`src/rtl/snake_dir_ctrl.sv`:
```
// snake_dir_ctrl: synced, debounced, rule-checked and queued direction input for the snake game core
module snake_dir_ctrl #(
    parameter int         DEBOUNCE_CYCLES = 500000,
    parameter int         QUEUE_DEPTH     = 2,
    parameter logic [1:0] RESET_DIR       = 2'd3
) (
    input  logic                          CLOCK_50,
    input  logic                          rst,
    input  logic                          btn_up,
    input  logic                          btn_down,
    input  logic                          btn_left,
    input  logic                          btn_right,
    input  logic                          step,
    output logic [1:0]                    dir,
    output logic                          dir_changed,
    output logic [$clog2(QUEUE_DEPTH):0]  q_count,
    output logic                          drop
);
    localparam int AW = $clog2(QUEUE_DEPTH);
    localparam int CW = $clog2(DEBOUNCE_CYCLES + 1);

    logic [3:0]    w_raw;
    logic [3:0]    r_s1, r_s2, r_stable, r_prev;
    logic [CW-1:0] r_cnt [4];
    logic [1:0]    r_mem [QUEUE_DEPTH];
    logic [AW-1:0] r_wp, r_rp;
    logic [AW:0]   r_count;
    logic [1:0]    r_dir;
    logic          r_dir_changed, r_drop;
    logic [3:0]    w_press;
    logic [1:0]    w_cand, w_ref;
    logic          w_any, w_multi, w_pop, w_ok;

    // bit index equals the direction code: UP=0, DOWN=1, LEFT=2, RIGHT=3
    assign w_raw = {btn_right, btn_left, btn_down, btn_up};

    always_ff @(posedge CLOCK_50) begin
        if (rst) begin
            r_s1     <= '0;
            r_s2     <= '0;
            r_stable <= '0;
            r_prev   <= '0;
            for (int i = 0; i < 4; i++) r_cnt[i] <= '0;
        end else begin
            r_s1   <= w_raw;
            r_s2   <= r_s1;
            r_prev <= r_stable;
            for (int i = 0; i < 4; i++)
                if (r_s2[i] == r_stable[i])
                    r_cnt[i] <= '0;
                else if (r_cnt[i] == CW'(DEBOUNCE_CYCLES - 1)) begin
                    r_stable[i] <= r_s2[i];
                    r_cnt[i]    <= '0;
                end else
                    r_cnt[i] <= r_cnt[i] + 1'b1;
        end
    end

    always_comb begin
        w_press = r_stable & ~r_prev;
        w_any   = |w_press;
        w_multi = (w_press & (w_press - 4'd1)) != 4'd0;
        w_cand  = w_press[0] ? 2'd0 : w_press[1] ? 2'd1 : w_press[2] ? 2'd2 : 2'd3;
        w_pop   = step && r_count != '0;
        // new turns are judged against the last queued turn, not the current heading
        w_ref   = r_count != '0 ? r_mem[r_wp - 1'b1] : r_dir;
        w_ok    = w_any && w_cand != w_ref && w_cand != (w_ref ^ 2'b01) && (!r_count[AW] || w_pop);
    end

    always_ff @(posedge CLOCK_50) begin
        if (rst) begin
            r_wp          <= '0;
            r_rp          <= '0;
            r_count       <= '0;
            r_dir         <= RESET_DIR;
            r_dir_changed <= 1'b0;
            r_drop        <= 1'b0;
        end else begin
            if (w_ok) begin
                r_mem[r_wp] <= w_cand;
                r_wp        <= r_wp + 1'b1;
            end
            if (w_pop) begin
                r_dir <= r_mem[r_rp];
                r_rp  <= r_rp + 1'b1;
            end
            r_count       <= r_count + (AW+1)'(w_ok) - (AW+1)'(w_pop);
            r_dir_changed <= w_pop;
            r_drop        <= w_multi || (w_any && !w_ok);
        end
    end

    assign dir         = r_dir;
    assign dir_changed = r_dir_changed;
    assign q_count     = r_count;
    assign drop        = r_drop;
endmodule

```
`config.mk`:
```
export PLATFORM = sky130hd
export DESIGN_NAME = snake_dir_ctrl
export DESIGN_NICKNAME = d
export VERILOG_FILES = /design/src/rtl/snake_dir_ctrl.sv
export SDC_FILE = /design/constraint.sdc
export NUM_CORES = 1
export LEC_CHECK = 0
export ABC_AREA = 1
export ABC_CLOCK_PERIOD_IN_PS = 2760
export BUFFER_PORTS_ARGS = -buffer_cell sky130_fd_sc_hd__buf_4
export CELL_PAD_IN_SITES_DETAIL_PLACEMENT = 2
export CELL_PAD_IN_SITES_GLOBAL_PLACEMENT = 2
export CORE_ASPECT_RATIO = 0.5
export CORE_MARGIN = 4
export CORE_UTILIZATION = 42
export CTS_CLUSTER_DIAMETER = 200
export DETAILED_ROUTE_END_ITERATION = 7
export PLACE_DENSITY = 0.93
export SKIP_CTS_REPAIR_TIMING = 1
export SLEW_MARGIN = 20
export SYNTH_ARGS = -nofsm -noshare
export SYNTH_HDL_FRONTEND = slang
export SYNTH_SLANG_ARGS = --single-unit
```
`constraint.sdc`:
```
create_clock -name CLOCK_50 -period 2.76 [get_ports CLOCK_50]
set_input_delay 0.138 -clock CLOCK_50 [delete_from_list [all_inputs] [get_ports CLOCK_50]]
set_output_delay 0.138 -clock CLOCK_50 [all_outputs]
set_load 0.005 [all_outputs]
```
==> results.json, run 1 <==
{
  "clk_path_buf_depth": 2,
  "grt_pass1_wl_um": 36100,
  "drc": 0,
  "drt_wl_total_um": 22500,
  "critical_path_class": "flop to flop",
  "whs_ns": -0.00439,
  "rows": 30,
  "ys_seq_elements": 104,
  "setup-tns-final_ns": 0,
  "final_core_util_pct": 49.6,
  "cts_sinks": 104,
  "critPathLaunch": "r_stable[1]",
  "ir_worst_vdd_mv": 0.282,
  "die_w_um": 175,
  "clock_latency_ns": 0.37,
  "area_growth_pct": 15.0,
  "hold_start": "btn_left",
  "hp-class": "primary input to flop",
  "avgSynthCellArea_sq_um": 8.21,
  "core_sq_um": 13600,
  "grt_max_degree": 19,
  "max_cap_violations": 0,
  "synth_edf_count": 80,
  "synthArstFlopShare_pct": 0,
  "cts_tree": "built",
  "cp.arrival_ns": 2.63,
  "worst_pin_slew_ns": 0.669,
  "die_h_um": 91.6,
  "cts_made_buffers": 9,
  "synth_warnings": 0,
  "p_per_area_nw_per_um2": 552,
  "clkTransAtPathRegs_ns": 0.07,
  "setup_viol": 0,
  "fin_crit_sh_pct": 85.0,
  "synth-main-ff-cell": "edfxtp_1",
  "synth_cell_types": 41,
  "fin_crit_ns": 2.35,
  "drt_pass1_iterations": 4,
  "skew_ns": 0.0108,
  "timing.slew.headroom_pct": 55.3,
  "crit_fanout": 6,
  "fillers": 1557,
  "place_area_sq_um": 6430,
  "root_buffer": "clkbuf_16",
  "r2r_start": "r_stable[1]",
  "detail-route-antenna-nets": 0,
  "dieArea_sq_um": 16000,
  "io_pins": 13,
  "yosysSeqAreaShare_pct": 49.1,
  "drt_iter0_markers": 362,
  "io_buffer_count": 12,
  "groute.usage.overall_pct": 29.2,
  "required_ns": 3.05,
  "cp-end-kind": "flop",
  "power.total_mw": 3.73,
  "status": "complete, but fails checks",
  "drive_gt1_share_pct": 10.8,
  "synth_area_sq_um": 5870,
  "avgRoutedWirePerCell_um": 22.4,
  "rsz0062_at_grt": "false",
  "startpoint_type": "flop",
  "layout_common_cells": "nand2_1, nor2_1, inv_1",
  "ctsHtreeMaxLevel": 3,
  "place_hpwl_um": 14000,
  "grt_pass1_vias": 6257,
  "finalHoldViolations": 1,
  "fmax_mhz": 426,
  "violations": "negative hold slack",
  "grt-ovfl-total": 0,
  "antenna_found_initial": 0,
  "vias": 5295,
  "synthCells": 715,
  "start_util_pct": 43.1,
  "final-max-slew-violation-count": 0,
  "diodes": 0,
  "cellLeakagePower_nw": 2.74,
  "vias_per_cell": 5.27,
  "final_nets": 820,
  "final_common_cell": "nand2_1",
  "final_area_sq_um": 6750,
  "gp_congestion": 0.815
}
==> metrics by stage <==
step | instances | setup slack [ns]
after floorplan | 790 | 0.982
after global placement | 988 | 0.818
after detailed placement | 988 | 0.579
after CTS | 1004 | 0.437
after global routing | 1004 | 0.232
final | 1004 | 0.414
==> routing by layer <==
metal	GRT usage, %	up-vias	part of all wire, %
met3	4.28	51	2.6
met5	0	-	0
met1	33.4	2700	41
met4	10.8	0	3.1
met2	55.2	104	53
li1	-	2440	-
==> cell type report <==
cell class                      count  area (sq um)  share of cell area, %
Multi-Input combinational cell    584          2860                   42.3
Clock buffer                       12           268                   3.97
Sequential cell                   104          2880                   42.7
Clock inverter                      4          48.8                  0.723
Timing Repair Buffer               13          97.6                   1.45
Tap cell                          192           240                   3.56
Inverter                           95           357                   5.28
==> logic make-up after synthesis <==
kind of cell,share of synthesized area [%]
fa+ha+maj,1.28
other cells,0.0639
xor+xnor,4.63
flops,49.1
compound gates,5.27
simple gates,32.7
buf+inv,6.99
==> registers in the layout (all words and copies together), names as in the netlist <==
register     cells
r_s2             4
r_prev           4
r_rp             1
dir_changed      1
q_count          2
dir              2
r_s1             4
r_wp             1
r_stable         4
r_cnt           76
drop             1
r_mem            4
==> where the power goes <==
group | internal (mW) | total (mW) | leakage, nW | switching (mW)
Clock | 0.787 | 1.44 | 0.158 | 0.649
Combinational | 0.128 | 0.403 | 1.58 | 0.276
Sequential | 1.77 | 1.89 | 1.00 | 0.115
Total | 2.69 | 3.73 | 2.74 | 1.04
==> worst max-delay path, cell delays in order (launching register included) <==
cell     delay [ns]
dfxtp_1        0.37
nand2_1        0.14
nand2_1        0.09
inv_1          0.15
nand2_1        0.10
nand2_1        0.10
nand3_1        0.24
ha_1           0.38
inv_1          0.04
ha_1           0.19
xor2_1         0.20
o21ai_0        0.11
a21oi_1        0.15
==> synth_stat cells, types with 4 or more instances <==
cell type,number,area [sq um]
ha_1,6,75.1
nor2_2,27,169
dfxtp_1,24,480
inv_2,7,26.3
nand3_1,44,220
edfxtp_1,80,2400
nand2_1,146,548
or2_2,6,37.5
o21ai_0,12,60.1
nor2_1,128,480
xnor2_1,11,96.3
nor3_1,18,90.1
inv_1,87,327
nand2_2,5,31.3
nand4_1,23,144
a21oi_1,33,165
nand3_2,4,40.0
nand3b_1,4,30.0
xor2_1,20,175
==> final timing paths <==
kind	endpoint	slack [ns]	cells after the start
min	r_s1[2]	-0.004	3
min reg2reg	r_s2[0]	0.43	2
max	q_count[1]	0.41	12
max reg2reg	q_count[1]	0.41	12
No activity file was read; power rests on OpenSTA's default activity.
==> inputs of run 2 (changes only) <==
--- a/config.mk
+++ b/config.mk
@@ -5,8 +5,8 @@
 export SDC_FILE = /design/constraint.sdc
 export NUM_CORES = 1
 export LEC_CHECK = 0
-export ABC_AREA = 1
-export ABC_CLOCK_PERIOD_IN_PS = 2760
+export ABC_AREA = 0
+export ABC_CLOCK_PERIOD_IN_PS = 2300
 export BUFFER_PORTS_ARGS = -buffer_cell sky130_fd_sc_hd__buf_4
 export CELL_PAD_IN_SITES_DETAIL_PLACEMENT = 2
 export CELL_PAD_IN_SITES_GLOBAL_PLACEMENT = 2
@@ -15,7 +15,7 @@
 export CORE_UTILIZATION = 42
 export CTS_CLUSTER_DIAMETER = 200
 export DETAILED_ROUTE_END_ITERATION = 7
-export PLACE_DENSITY = 0.93
+export PLACE_DENSITY = 0.87
 export SKIP_CTS_REPAIR_TIMING = 1
 export SLEW_MARGIN = 20
 export SYNTH_ARGS = -nofsm -noshare
==> constraint.sdc (replaced) <==
create_clock -name CLOCK_50 -period 2.3 [get_ports CLOCK_50]
set_input_delay 0.115 -clock CLOCK_50 [delete_from_list [all_inputs] [get_ports CLOCK_50]]
set_output_delay 0.115 -clock CLOCK_50 [all_outputs]
set_load 0.005 [all_outputs]
==> results.json, run 2 <==
{
  "dp_cells": 764,
  "worst_pin_slew_ns": 0.667,
  "synth_edf_count": 80,
  "hp-class": "primary input to flop",
  "grt_pass1_vias": 4877,
  "detail-route-antenna-nets": 0,
  "fin_crit_sh_pct": 102,
  "clkTransAtPathRegs_ns": 0.07,
  "final_common_cell": "edfxtp_1",
  "drive_gt1_share_pct": 12.0,
  "synth_top_area_share_pct": 45.6,
  "synthTopCellsByCount": "edfxtp_1, nor2_1, xnor2_1, nand2_1, nand3_1",
  "synthArstFlopShare_pct": 0,
  "layout_setup_ws_ns": -0.0574,
  "synthTopCellsByArea": "edfxtp_1, dfxtp_1, nor2_1",
  "required_ns": 2.53,
  "layout_common_cells": "edfxtp_1, nor2_1, conb_1",
  "status": "complete, but fails checks",
  "core_sq_um": 12100,
  "avgRoutedWirePerCell_um": 26.6,
  "synth-main-ff-cell": "edfxtp_1",
  "fillers": 1243,
  "cts_sinks": 104,
  "startpoint_type": "flop",
  "antenna_found_initial": 1,
  "diodes": 0,
  "top_register": "r_cnt",
  "groute.usage.overall_pct": 24.8,
  "fin_crit_ns": 2.36,
  "p_per_area_nw_per_um2": 724,
  "finalHoldViolations": 0,
  "crit_fanout": 2,
  "grt_pass1_wl_um": 27900,
  "min_path_cells": 2,
  "vias": 4488,
  "start_util_pct": 43.8,
  "clk_path_buf_depth": 2,
  "dieArea_sq_um": 14500,
  "avgSynthCellArea_sq_um": 10.5,
  "timing.slew.headroom_pct": 55.1,
  "drt_iter0_markers": 415,
  "ys_seq_elements": 104,
  "violations": "negative setup slack",
  "cts_tree": "built",
  "synthCells": 500,
  "synth_warnings": 0,
  "ctsHtreeMaxLevel": 3,
  "ir_worst_vdd_mv": 0.405,
  "yosysMostFrequentCell": "edfxtp_1",
  "die_w_um": 166,
  "cp.arrival_ns": 2.59,
  "io_buffer_count": 12,
  "drt_pass1_iterations": 5,
  "cts_made_buffers": 9,
  "drt_wl_total_um": 20800,
  "cellLeakagePower_nw": 2.22,
  "die_h_um": 87.2,
  "drc": 0,
  "critical_path_class": "flop to flop",
  "cp-end-kind": "flop",
  "final_area_sq_um": 6380,
  "synth_cell_types": 48,
  "root_buffer": "clkbuf_16",
  "fmax_mhz": 424,
  "max_cap_violations": 0,
  "largest_reg_flops": 76,
  "setup_viol": 2,
  "grt-ovfl-total": 0,
  "setup-tns-final_ns": -0.0622,
  "r2r_cells": 9,
  "synth_area_sq_um": 5270,
  "regArea_sq_um": 2890,
  "final_cells": 782,
  "vias_per_cell": 5.74,
  "clock_latency_ns": 0.36,
  "area_growth_pct": 21.0,
  "yosysSeqAreaShare_pct": 54.7,
  "final_core_util_pct": 53.0,
  "place_area_sq_um": 5980,
  "final-max-slew-violation-count": 0,
  "rows": 28,
  "final_nets": 625,
  "grt_max_degree": 25,
  "skew_ns": 0.0127,
  "multi_input_area_sq_um": 2630,
  "gp_congestion": 0.769,
  "synth_area_leader_cell": "edfxtp_1",
  "place_hpwl_um": 11400,
  "io_pins": 13
}
-- run 2: cell types whose count changed in the layout (fill, tap and decap cells not counted), sizes merged, moves of 10 or more --
cell	previous run	this run
nand2	151	30
nor2	156	77
inv	95	18
buf	13	35
xnor2	11	33
nand3	49	29
nor2b	0	18
a21oi	34	18
nor4	0	14
or3	0	13
nor3	22	12
or4	0	10
-- run 2: critical path, stage by stage, from the launching register on --
cell,delay (ns)
edfxtp_1,0.43
mux2_2,0.33
mux2i_4,0.18
mux2i_2,0.31
ha_1,0.29
inv_1,0.13
ha_4,0.16
xor2_2,0.17
xnor2_1,0.16
nor2_1,0.07
-- run 2: cell families after synthesis --
kind of cell / count (synthesis) / synth area share, %
compound gates: 46 / 5.79
mux: 6 / 1.19
xor+xnor: 61 / 10.1
buf+inv: 28 / 2.11
fa+ha+maj: 7 / 1.61
simple gates: 247 / 24.4
other cells: 1 / 0.0711
flops: 104 / 54.7
-- run 2: layout make-up --
cell class                 count  area share, %
inverter                      19           1.12
multi-input combinational    443           41.2
clock buffer                  10           3.59
timing repair buffer          35           4.31
tap                          165           3.23
sequential                   104           45.2
clock inverter                 6           1.33
-- run 2: worst paths after layout --
kind                             startpoint         end  slack [ns]
worst min-delay path               btn_left     r_s1[2]        0.02
worst max register to register  r_mem[0][1]  q_count[1]       -0.06
worst min register to register      r_s1[0]     r_s2[0]        0.48
worst max-delay path            r_mem[0][1]  q_count[1]       -0.06
-- run 2: metrics by stage --
| step | power (mW) | worst slack (ns) | hold slack, ns |
|---|---|---|---|
| after detailed placement | 2.75 | 0.0236 | 0.365 |
| after CTS | 4.48 | -0.243 | -0.0168 |
| final | 4.62 | -0.0574 | 0.0194 |
| after global routing | 4.75 | -0.106 | 0.0270 |
| after floorplan | 2.52 | 0.117 | 0.187 |
| after global placement | 2.68 | 0.198 | 0.326 |
-- run 2: power breakdown --
group	switching [mW]	internal [mW]	leakage, nW
Sequential	0.169	2.13	1.01
Clock	0.774	0.954	0.148
Combinational	0.334	0.261	1.06
Total	1.28	3.35	2.22
-- run 2: metal layers --
layer  global-route usage (%)  wire length (um)  up-vias  share of wire (%)
li1                         -                 -     1962                  -
met1                     28.1              8610     2322                 41
met5                        0                13        -              0.063
met3                     5.08               805       49                3.9
met4                     8.31               672        2                3.2
met2                     47.5             10700      153                 51
==> inputs of run 3 (changes only) <==
--- a/config.mk
+++ b/config.mk
@@ -7,14 +7,14 @@
 export LEC_CHECK = 0
 export ABC_AREA = 0
 export ABC_CLOCK_PERIOD_IN_PS = 2300
-export BUFFER_PORTS_ARGS = -buffer_cell sky130_fd_sc_hd__buf_4
 export CELL_PAD_IN_SITES_DETAIL_PLACEMENT = 2
 export CELL_PAD_IN_SITES_GLOBAL_PLACEMENT = 2
 export CORE_ASPECT_RATIO = 0.5
 export CORE_MARGIN = 4
-export CORE_UTILIZATION = 42
+export CORE_UTILIZATION = 43
 export CTS_CLUSTER_DIAMETER = 200
 export DETAILED_ROUTE_END_ITERATION = 7
+export DONT_BUFFER_PORTS = 1
 export PLACE_DENSITY = 0.87
 export SKIP_CTS_REPAIR_TIMING = 1
 export SLEW_MARGIN = 20
==> results.json, run 3 (same netlist as run 2, synthesis figures left out) <==
{
  "crit_end": "q_count[1]",
  "gp_congestion": 0.716,
  "grt_max_degree": 25,
  "vias_per_cell": 5.76,
  "critPathLaunch": "r_wp",
  "cts_made_buffers": 9,
  "core_sq_um": 11900,
  "clock_latency_ns": 0.36,
  "rows": 28,
  "final_common_cell": "edfxtp_1",
  "p_seq_share_pct": 52.7,
  "grt-ovfl-total": 0,
  "crit_fanout": 5,
  "met1Wirelength_um": 8250,
  "cts_tree": "built",
  "cp.arrival_ns": 2.58,
  "fin_crit_ns": 2.34,
  "root_buffer": "clkbuf_16",
  "worst_pin_slew_ns": 0.689,
  "critical_path_class": "flop to flop",
  "violations": "negative hold slack, negative setup slack",
  "cp-end-kind": "flop",
  "r2r_cells": 9,
  "diodes": 0,
  "top_register": "r_cnt",
  "cts_sinks": 104,
  "start_util_pct": 44.3,
  "r2r_end": "q_count[1]",
  "avgRoutedWirePerCell_um": 26.2,
  "clockPowerShare_pct": 36.9,
  "clk_path_buf_depth": 2,
  "r2r_start": "r_wp",
  "power.total_mw": 4.35,
  "final_cells": 780,
  "die_w_um": 165,
  "grt_pass1_wl_um": 27200,
  "io_buffer_count": 0,
  "rrSetupSlack_ns": -0.04,
  "status": "complete, but fails checks",
  "vias": 4491,
  "dieArea_sq_um": 14200,
  "cellLeakagePower_nw": 2.24,
  "antenna_found_initial": 0,
  "drc": 0,
  "fmax_mhz": 427,
  "layout_setup_ws_ns": -0.0444,
  "switchingPower_mw": 1.15,
  "route.met3.wl_um": 786,
  "ir_worst_vdd_mv": 0.859,
  "grt_pass1_vias": 4686,
  "p_int_mw": 3.19,
  "area_growth_pct": 20.3,
  "final-max-slew-violation-count": 0,
  "routed.top_layer": "met4",
  "fillers": 1209,
  "skew_ns": 0.0148,
  "detail-route-antenna-nets": 0,
  "io_pins": 13,
  "multi_input_area_sq_um": 2580,
  "drt_iter0_markers": 282,
  "fin_crit_sh_pct": 102,
  "drt_pass1_iterations": 5,
  "largest_reg_flops": 76,
  "dp_cells": 746,
  "whs_ns": -0.169,
  "clkTransAtPathRegs_ns": 0.07,
  "groute.usage.overall_pct": 25.1,
  "final_nets": 623,
  "die_h_um": 86.3,
  "hp-class": "primary input to flop",
  "timing.slew.headroom_pct": 53.7,
  "p_per_area_nw_per_um2": 685,
  "comb_power_share_pct": 10.5,
  "setup_viol": 1,
  "place_hpwl_um": 10200,
  "wl_met2_um": 10500,
  "startpoint_type": "flop",
  "rsz0062_at_grt": "true",
  "layout_common_cells": "edfxtp_1, nor2_1, conb_1",
  "finalHoldViolations": 7,
  "ctsHtreeMaxLevel": 3,
  "max_cap_violations": 0,
  "drive_gt1_share_pct": 8.29,
  "regArea_sq_um": 2890,
  "switching_share_pct": 26.5,
  "required_ns": 2.54,
  "drt_wl_total_um": 20400
}
-- run 3: worst min path at each step --
stage / startpoint / to / slack, ns / cells after the start
global placement: rst / r_stable[2] / 0.19 / 1
CTS: rst / r_prev[2] / -0.17 / 1
detailed placement: rst / dir_changed / 0.19 / 1
global route: rst / r_stable[3] / -0.19 / 1
finish: rst / r_stable[2] / -0.17 / 1
floorplan: rst / r_prev[0] / 0.19 / 1
-- run 3: metrics by stage --
stage	hold WS [ns]	setup TNS, ns	area (sq um)	utilization (%)	worst slack (ns)
floorplan	0.187	0	5560	-	0.117
global placement	0.189	0	5850	49.1	0.207
detailed placement	0.192	0	5850	49.1	0.0498
CTS	-0.174	-0.00415	6140	51.6	-0.00415
global route	-0.189	-1.04	6340	53.3	-0.159
finish	-0.169	-0.0444	6340	53.3	-0.0444
-- run 3: power groups by stage --
stage                     clock network, mW  logic [mW]  registers (mW)
final                                  1.60       0.456            2.29
after global placement                    0       0.317            2.29
after global routing                   1.70       0.498            2.30
after floorplan                           0       0.259            2.26
after CTS                              1.61       0.376            2.28
after detailed placement                  0       0.355            2.30
-- run 3: area by class of cell --
type                            count  share of cell area, %
Tap cell                          165                   3.25
Timing Repair Buffer               33                   4.77
Inverter                           19                   1.12
Multi-Input combinational cell    443                   40.7
Clock inverter                      1                  0.138
Clock buffer                       15                   4.56
Sequential cell                   104                   45.5
-- run 3: worst max-delay path, cell delays in order (launching register included) --
cell and delay [ns]:
dfxtp_2 0.40, mux2_2 0.36, mux2i_2 0.19, mux2i_1 0.29
ha_1 0.29, inv_1 0.06, ha_1 0.15, xor2_1 0.24
xnor2_1 0.17, nor2_1 0.08
-- run 3: layer usage --
layer	GRT usage, %	vias up
li1	-	1961
met1	30.3	2328
met2	45.3	147
met3	4.61	55
met4	8.75	0
met5	0	-
